==> src/rtl/boa_arbiter_pkg.sv <==
// Shared arbitration types and the round-robin pick helper used by boa arbiters.
package boa_arbiter_pkg;

    typedef enum logic {
        ARB_IDLE,
        ARB_BUSY
    } arb_state_t;

    localparam int unsigned RR_MAX_PORTS = 8;

    typedef struct packed {
        logic       found;
        logic [2:0] idx;
    } rr_pick_t;

    // First set bit of req_mask scanning from prio upward, wrapping at nports.
    // prio must be < nports; indices >= nports are never returned.
    function automatic rr_pick_t rr_pick(input logic [RR_MAX_PORTS-1:0] req_mask,
                                         input logic [2:0]              prio,
                                         input int unsigned             nports);
        rr_pick_t    r;
        int unsigned j;
        r = '0;
        for (int unsigned i = 0; i < RR_MAX_PORTS; i++) begin
            if (!r.found && i < nports) begin
                j = {29'b0, prio} + i;
                if (j >= nports) j = j - nports;
                if (req_mask[j[2:0]]) begin
                    r.found = 1'b1;
                    r.idx   = j[2:0];
                end
            end
        end
        return r;
    endfunction

endpackage

==> src/rtl/boa_mem_bus_mux.sv <==
// Combinational select of one requester bus onto the target, with ready/rdata fan-out.
module boa_mem_bus_mux #(
    parameter int unsigned alen  = 32,
    parameter int unsigned ports = 2,
    parameter int unsigned sw    = 1
) (
    input  logic [sw-1:0]         sel,
    input  logic                  drive,
    input  logic [ports-1:0]      req_re,
    input  logic [4*ports-1:0]    req_we,
    input  logic [alen*ports-1:0] req_addr,
    input  logic [32*ports-1:0]   req_wdata,
    output logic [32*ports-1:0]   req_rdata,
    output logic [ports-1:0]      req_ready,
    output logic                  mem_re,
    output logic [3:0]            mem_we,
    output logic [alen-1:0]       mem_addr,
    output logic [31:0]           mem_wdata,
    input  logic [31:0]           mem_rdata,
    input  logic                  mem_ready
);

    // Route the selected requester to the target; ready only back to that requester.
    always_comb begin
        mem_re    = 1'b0;
        mem_we    = '0;
        mem_addr  = '0;
        mem_wdata = '0;
        req_ready = '0;
        req_rdata = {ports{mem_rdata}};
        for (int unsigned i = 0; i < ports; i++) begin
            if (drive && sel == sw'(i)) begin
                mem_re       = req_re[i];
                mem_we       = req_we[4*i +: 4];
                mem_addr     = req_addr[alen*i +: alen];
                mem_wdata    = req_wdata[32*i +: 32];
                req_ready[i] = mem_ready;
            end
        end
    end

endmodule

==> src/rtl/boa_mem_rr_arbiter.sv <==
// Round-robin N:1 arbiter for one boa_mem_bus target with transaction-atomic
// grants and a bounded burst lock for back-to-back beats from one owner.
module boa_mem_rr_arbiter
    import boa_arbiter_pkg::*;
#(
    parameter int unsigned alen      = 32,
    parameter int unsigned ports     = 2,
    parameter int unsigned max_burst = 4
) (
    input  logic                       clk,
    input  logic                       rst,
    input  logic [ports-1:0]           req_re,
    input  logic [4*ports-1:0]         req_we,
    input  logic [alen*ports-1:0]      req_addr,
    input  logic [32*ports-1:0]        req_wdata,
    output logic [32*ports-1:0]        req_rdata,
    output logic [ports-1:0]           req_ready,
    output logic                       mem_re,
    output logic [3:0]                 mem_we,
    output logic [alen-1:0]            mem_addr,
    output logic [31:0]                mem_wdata,
    input  logic [31:0]                mem_rdata,
    input  logic                       mem_ready,
    output logic [$clog2(ports)-1:0]   owner,
    output logic                       busy
);

    localparam int unsigned iw = $clog2(ports);
    localparam int unsigned cw = $clog2(max_burst + 1);
    localparam logic [cw:0] burst_lim = max_burst[cw:0];

    arb_state_t              state, state_nx;
    logic [iw-1:0]           prio, prio_nx, prio_eff, owner_nx, sel;
    logic [cw-1:0]           burst_cnt, cnt_nx, cnt_eff, cnt_base;
    logic [cw:0]             cnt_inc;
    logic [ports-1:0]        req_active;
    logic [RR_MAX_PORTS-1:0] mask8;
    rr_pick_t                pick;
    logic                    hold_lapsed, drive, done;

    function automatic logic [iw-1:0] next_idx(input logic [iw-1:0] p);
        return (p == iw'(ports - 1)) ? '0 : p + 1'b1;
    endfunction

    // A requester is active when it reads or writes any byte lane.
    always_comb begin
        req_active = '0;
        for (int unsigned i = 0; i < ports; i++)
            req_active[i] = req_re[i] | (|req_we[4*i +: 4]);
        mask8 = '0;
        mask8[ports-1:0] = req_active;
    end

    // Next-state, grant select and priority/burst bookkeeping.
    // A kept priority is only provisional: if the burst holder is not requesting
    // in the IDLE cycle that follows, priority rotates before this cycle's pick.
    always_comb begin
        state_nx    = state;
        prio_nx     = prio;
        cnt_nx      = burst_cnt;
        owner_nx    = owner;
        sel         = owner;
        drive       = 1'b0;
        done        = 1'b0;
        hold_lapsed = (state == ARB_IDLE) && (burst_cnt != '0) && !req_active[prio];
        prio_eff    = hold_lapsed ? next_idx(prio) : prio;
        cnt_eff     = hold_lapsed ? '0 : burst_cnt;
        cnt_base    = burst_cnt;
        pick        = rr_pick(mask8, 3'(prio_eff), ports);

        unique case (state)
            ARB_IDLE: begin
                prio_nx  = prio_eff;
                cnt_nx   = cnt_eff;
                cnt_base = cnt_eff;
                if (pick.found) begin
                    sel      = iw'(pick.idx);
                    drive    = 1'b1;
                    owner_nx = iw'(pick.idx);
                    if (mem_ready) done = 1'b1;
                    else           state_nx = ARB_BUSY;
                end
            end
            ARB_BUSY: begin
                drive = 1'b1;
                if (mem_ready) begin
                    done     = 1'b1;
                    state_nx = ARB_IDLE;
                end
            end
            default: state_nx = ARB_IDLE;
        endcase

        cnt_inc = {1'b0, cnt_base} + 1'b1;
        if (done) begin
            if (cnt_inc < burst_lim) begin
                prio_nx = sel;
                cnt_nx  = cnt_inc[cw-1:0];
            end else begin
                prio_nx = next_idx(sel);
                cnt_nx  = '0;
            end
        end

        if (rst) drive = 1'b0;
    end

    // State, priority, burst count and owner registers.
    always_ff @(posedge clk) begin
        if (rst) begin
            state     <= ARB_IDLE;
            prio      <= '0;
            burst_cnt <= '0;
            owner     <= '0;
        end else begin
            state     <= state_nx;
            prio      <= prio_nx;
            burst_cnt <= cnt_nx;
            owner     <= owner_nx;
        end
    end

    // The owner must hold its request until the target signals ready.
    always_ff @(posedge clk) begin
        if (!rst && state == ARB_BUSY && !mem_ready)
            assert (req_active[owner]);
    end

    assign busy = (state == ARB_BUSY);

    boa_mem_bus_mux #(
        .alen  (alen),
        .ports (ports),
        .sw    (iw)
    ) u_mux (
        .sel       (sel),
        .drive     (drive),
        .req_re    (req_re),
        .req_we    (req_we),
        .req_addr  (req_addr),
        .req_wdata (req_wdata),
        .req_rdata (req_rdata),
        .req_ready (req_ready),
        .mem_re    (mem_re),
        .mem_we    (mem_we),
        .mem_addr  (mem_addr),
        .mem_wdata (mem_wdata),
        .mem_rdata (mem_rdata),
        .mem_ready (mem_ready)
    );

endmodule

==> config.mk <==
export PLATFORM = sky130hd
export DESIGN_NAME = boa_mem_rr_arbiter
export DESIGN_NICKNAME = d
export VERILOG_FILES = /design/src/rtl/boa_arbiter_pkg.sv /design/src/rtl/boa_mem_bus_mux.sv /design/src/rtl/boa_mem_rr_arbiter.sv
export SDC_FILE = /design/constraint.sdc
export NUM_CORES = 1
export LEC_CHECK = 0
export CAP_MARGIN = 15
export CORE_AREA = 5 5 116 118
export DETAILED_ROUTE_END_ITERATION = 6
export DIE_AREA = 0 0 121 123
export PLACE_DENSITY = 0.69
export SLEW_MARGIN = 20
export SYNTH_ARGS = -nofsm -noshare
export SYNTH_HDL_FRONTEND = slang
export SYNTH_SLANG_ARGS = --single-unit
==> constraint.sdc <==
create_clock -name clk -period 2.9 [get_ports clk]
set_clock_uncertainty 0.05 [all_clocks]
set_input_delay 0.725 -clock clk [delete_from_list [all_inputs] [get_ports clk]]
set_output_delay 0.725 -clock clk [all_outputs]
set_load 0.02 [all_outputs]
# Yosys cells after proc, flatten, opt, wreduce, memory -nomap -nowiden
# Index checks and enable logic that the tools add are counted.
# totals
ff_bits	6
in_bits	173
out_inout_bits	137
# classes
add_sub_neg	6
magnitude_cmp	6
n_eq_ne	1
mux	43
n_bitwise	4
reduce_logical	8
# ops
operator	n
two-way mux 32 bit	4
two-way mux 1 bit	22
two-way mux 3 bit	7
two-way mux 4 bit	5
less-than comparator 3 x 4 -> 1 bit, second input constant	2
OR reduction 4 bit	2
binary-select mux 1 bit (select 3 bit)	2
case mux 1 bit (2 select lines)	3
adder 3 x 1 -> 4 bit, second input constant	1
logical AND 1 bit	4
less-than comparator 4 x 3 -> 1 bit, second input constant	1
nonzero test 3 bit	1
subtractor 1 x 2 -> 3 bit, second input constant	1
subtractor 2 x 2 -> 3 bit, second input constant	1
adder 1 bit, second input constant	2
adder 1 x 1 -> 2 bit, second input constant	1
greater-or-equal comparator 1 x 2 -> 1 bit, second input constant	1
greater-or-equal comparator 2 bit, second input constant	1
less-than comparator 1 x 2 -> 1 bit, second input constant	1
!= test 2 x 1 -> 1 bit, second input constant	1
NOT 1 bit	2
OR 1 bit	2
zero test 1 bit	1

# Depth between registers and ports, before layout
# depth
word_depth	23
mapped_depth	9

# Cells and area by module
# From an unflattened synthesis, not the netlist that was laid out.
# hier_totals
hier_cells	272
area_unflattened_um2	2183.3
# by_module_without_submodules
module	n_inst	cells_each	area_per_inst_um2	seq_area_each_um2
boa_mem_bus_mux	1	220	1759.2	0.0
boa_mem_rr_arbiter	1	52	424.2	120.1

# Least setup slack after synthesis
# OpenSTA, ideal clock, no wires.
# synth_path
kind	input to output
startpoint	in req_we[5]
endpoint	out mem_addr[0]
arrival_ps	2109
t_required_ps	2125
slack_ps	16
stages	7
cell_sequence	nor3_2 -> a21oi_1 -> o2bb2ai_4 -> o211a_1 -> buf_6 -> buf_12 -> a22o_1
# synth_between
elab_chain_len	21
elab_cells_between_ends	32
classes_between	add/sub (3); order compare (2); mux (20); bitwise (2); reduce/logical (5)
# synth_rtl
item	line	rtl
start: declaration	boa_mem_rr_arbiter.sv:13	input logic [4*ports-1:0] req_we,
OR reduction 4 bit (*)	boa_mem_rr_arbiter.sv:49	req_active[i] = req_re[i] | (|req_we[4*i +: 4]);
OR 1 bit (*)	boa_mem_rr_arbiter.sv:49	
two-way mux 1 bit (not written as such) (2 in a row)	boa_mem_rr_arbiter.sv:65	hold_lapsed = (state == ARB_IDLE) && (burst_cnt != '0) && !req_active[prio];
zero test 1 bit	boa_mem_rr_arbiter.sv:65	
logical AND 1 bit	boa_mem_rr_arbiter.sv:65	
two-way mux 1 bit	boa_mem_rr_arbiter.sv:66	prio_eff = hold_lapsed ? next_idx(prio) : prio;
adder 1 x 1 -> 2 bit	boa_arbiter_pkg.sv:26	j = {29'b0, prio} + i;
subtractor 2 x 2 -> 3 bit / greater-or-equal comparator 2 bit (equally long branches)	boa_arbiter_pkg.sv:27	if (j >= nports) j = j - nports;
(+4 left out)	n/a	
two-way mux 4 bit	boa_arbiter_pkg.sv:28	if (req_mask[j[2:0]]) begin
two-way mux 4 bit (*)	boa_arbiter_pkg.sv:25	if (!r.found && i < nports) begin
two-way mux 1 bit (on tied branches)	n/a	
case mux 1 bit (2 select lines) / two-way mux 1 bit (equally long branches)	boa_mem_rr_arbiter.sv:71	unique case (state)
two-way mux 1 bit / NOT 1 bit (equally long branches)	boa_mem_rr_arbiter.sv:105, boa_mem_bus_mux.sv:32	
logical AND 1 bit	boa_mem_bus_mux.sv:32	if (drive && sel == sw'(i)) begin
two-way mux 32 bit	boa_mem_bus_mux.sv:32	
two-way mux 32 bit (*)	boa_mem_bus_mux.sv:32	
end: declaration	boa_mem_rr_arbiter.sv:20	output logic [alen-1:0] mem_addr,
# Every way passes the cells marked *; elsewhere a longest branch is shown, timed or not. The select of a mux whose other input is x is not followed.

# Final worst setup path
# layout_path
startpoint	in req_we[3]
endpoint	out mem_addr[14]
# Same word-level chain as after synthesis.

==> results_dict.tcl <==
set metrics [dict create \
    setup_viol 70 \
    synth_seq_cells 6 \
    ant_nets 0 \
    die_area_um2 14880 \
    port_buffers 213 \
    min_from "burst_cnt[2]" \
    yosysMostFrequentCell "a22o_1" \
    tns_ns -15.60 \
    ff2ff_setup_slack_ns 0.62 \
    hold_viol_final 0 \
    status "complete, but fails checks" \
    viasPerCell 4.177 \
    start_util_pct 14.21 \
    cts_buffer_depth 2 \
    synth.top_cell.area_share_pct 34.40 \
    p_per_area_nw_per_um2 295.8 \
    seq_power_share_pct 7.0 \
    syn_avg_cell_area_um2 8.783 \
    period_share_pct 110.4 \
    clockPowerShare_pct 16.9 \
    grt_max_degree 22 \
    violations "negative setup slack" \
    synth.area.mux_share_pct 0.8547 \
    antennaDiodeCount 0 \
    grt_first_pass_wirelength_um 15410 \
    vdd_ir_drop_max_mv 0.3267 \
    max_cap_viol_count 0 \
    synth_compound_area_share_pct 40.67 \
    synth_flop_cell "dfxtp_1" \
    drt_wl_total_um 11520 \
    cts_tree "built" \
    crit_fanout 4 \
    timing.critical_path.to_type "primary output" \
    synth_area_um2 1757 \
    syn_nets 374 \
    place_congestion 0.7702 \
    grt_pass1_vias 2597 \
    post_drt_wl_per_cell_um 20.17 \
    crit_path_cell_trace "buf_6, nor3_4, buf_6, nand4_1, buf_4, nor2_4, nor3_4, buf_6, buf_6, buf_16, buf_12, a22o_1, buf_6" \
    relSlewSlack_pct 79.06 \
    fmax_mhz 312.4 \
    worst_setup_hold_path_clk_slew_ns 0.03 \
    leakagePower_nw 1.943 \
    die_width_um 121 \
    drc 0 \
    cts_root_buf "clkbuf_16" \
    ys_types 35 \
    die_h_um 123 \
    worst_pin_slew_ns 0.3141 \
    pwr-share-comb_pct 76.1 \
    synth_top_family_by_area "compound AO/OA/AOI/OAI gates" \
    cts_made_buffers 3 \
    r2r_start "prio" \
    synth_top_area_cell "a22o_1" \
    crit_top_cell "buf_6" \
    crit_path_start_kind "primary input" \
    drv_slew 0 \
    firstDrtPassIters 4 \
    nNetsFinal 575 \
    intPower_uw 882.1 \
    drive_gt1_share_pct 43.11 \
    yosys-top-cells-count "a22o_1 (69), buf_4 (65), buf_12 (7)" \
    worst-setup-path-type "primary input to primary output" \
    yosys_warnings 0 \
    switchingPower_uw 468.9 \
    min_to "burst_cnt[2]" \
    vias 2385 \
    synth_cells 200 \
    p_sw_share_pct 34.71 \
    dp_slack_ns -1.014 \
    regToRegEndpoint "burst_cnt[1]" \
    grt_usage_pct 13.32 \
    yosys-top-cells-area "a22o_1 (34%), buf_4 (28%), buf_12 (8.0%)" \
    synth_edf_count 0 \
    rsz0062_at_grt "true" \
    arrival_ns 2.43 \
    synth_simple_gate_area_share_pct 10.90 \
    insertion_delay_ns 0.23 \
    area_growth_syn_to_layout_pct 160.0 \
    clkSinkCount 6 \
    synthAdderAreaFrac_pct 0.7123 \
    core_um2 12360 \
    drtIter0Drc 48 \
    synth_xor_area_share_pct 0.9972 \
    holdBufCountCts 0 \
    grt-ovfl-total 0 \
    dpl.hpwl_um 7918 \
    htreeDepth 1 \
    hold_depth 3 \
    antenna_found_initial 0 \
    ioPinCount 310 \
    postSynth.asyncResetShare_pct 0 \
    reg2reg_depth 8 \
    cpPeakStageDelay_ns 0.20 \
    rows 41 \
    worst-path-buf-inv 8 \
    hold_path_class "flip-flop to flip-flop" \
    finalCriticalPeriod_ns 3.201 \
    critPathSlowestCell "nor3_4" \
    p_total_mw 1.351 \
    worstPathRequired_ns 2.12 \
    yosysSeqAreaShare_pct 6.838 \
    critical-path-top-delay-family "buffers and inverters" \
    postLayoutSetupSlackWorst_ns -0.3008 \
]
==> power groups by stage <==
| stage | logic [mW] | registers, mW | clock network, mW |
|---|---|---|---|
| 2_1_floorplan | 0.478 | 0.0959 | 0 |
| 3_3_place_gp | 0.774 | 0.0948 | 0 |
| 3_5_place_dp | 0.784 | 0.0949 | 0 |
| 4_1_cts | 0.944 | 0.0939 | 0.230 |
| 5_1_grt | 1.08 | 0.0950 | 0.236 |
| 6_report | 1.03 | 0.0940 | 0.228 |
==> metrics by stage <==
step / hold slack, ns / util (%) / instance area (um^2) / cells
final: 0.5844 / 36.94 / 4567 / 571
after global routing: 0.6131 / 36.94 / 4567 / 571
after floorplan: 0.5429 / - / 1757 / 200
after global placement: 0.5595 / 29.49 / 3646 / 529
after detailed placement: 0.5753 / 29.49 / 3646 / 529
after CTS: 0.5819 / 34.45 / 4259 / 564
==> what timing repair did <==
| action | 4_1_cts | 5_1_grt |
|---|---|---|
| pin swaps | 30 | 45 |
| buffers inserted | 21 | 6 |
| endpoints found under the setup margin | 71 | 71 |
| gates cloned | 12 | 4 |
| endpoints found under the hold margin | 0 | 0 |
| resized for setup | 404 | 78 |
==> cell type report <==
type                    instances  area, um^2
fillers                      1248        7796
repair buffers                276        3069
multi-input cells             112        1080
well taps                     172       215.2
flip-flops and latches          6       120.1
clock buffers                   3       75.07
inverters                       2       7.507
==> per-layer routing <==
metal	vias to the layer above	global-route usage (%)	share of wire, %
met5	-	0	0
met4	0	2.833	1.4
met2	116	23.93	52
met3	29	3.843	6.8
li1	1106	-	-
met1	1134	15.75	40
==> worst reg2reg max path, cell delays in order, from the launching register on <==
cell	delay [ns]
dfxtp_1	0.31
buf_4	0.15
nor4_2	0.31
a22oi_1	0.17
and2_1	0.22
ha_1	0.21
mux2_4	0.29
or3b_1	0.39
a21oi_2	0.12
==> layout by cell type, fill, tap and decap left out, types with 2 or more instances in the layout <==
cell / count
nor2_4: 2
nor3_1: 2
buf_6: 86
inv_1: 2
nor2_1: 3
buf_16: 9
buf_8: 3
buf_12: 9
and2_1: 2
a21oi_2: 3
buf_4: 29
a22o_1: 62
dfxtp_1: 6
buf_2: 3
nor3_4: 3
a22o_4: 7
o211a_4: 2
nand2_1: 4
clkbuf_16: 5
clkdlybuf4s50_1: 132
==> worst max-delay path by stage <==
stage / from / endpoint / cells after the start
final: req_we[3] / mem_addr[14] / 13
after global routing: req_we[3] / mem_addr[14] / 13
after CTS: req_we[3] / mem_addr[17] / 13
after detailed placement: req_we[5] / mem_addr[13] / 8
after global placement: req_we[5] / mem_addr[15] / 8
after floorplan: req_we[5] / mem_addr[0] / 7
==> flip-flops by register name (all words and copies together), names as in the netlist <==
register	cells
burst_cnt	3
busy	1
owner	1
prio	1
==> logic make-up (layout without fill, tap and decap cells) <==
logic type	after synthesis	in the layout
AO/OA/AOI/OAI	80	81
adder cells (fa/ha/maj)	1	1
XOR/XNOR	2	2
multiplexers	1	1
AND/OR/NAND/NOR	27	27
buffers and inverters	83	281
flip-flops	6	6
Power figures use the tool's default switching activity.
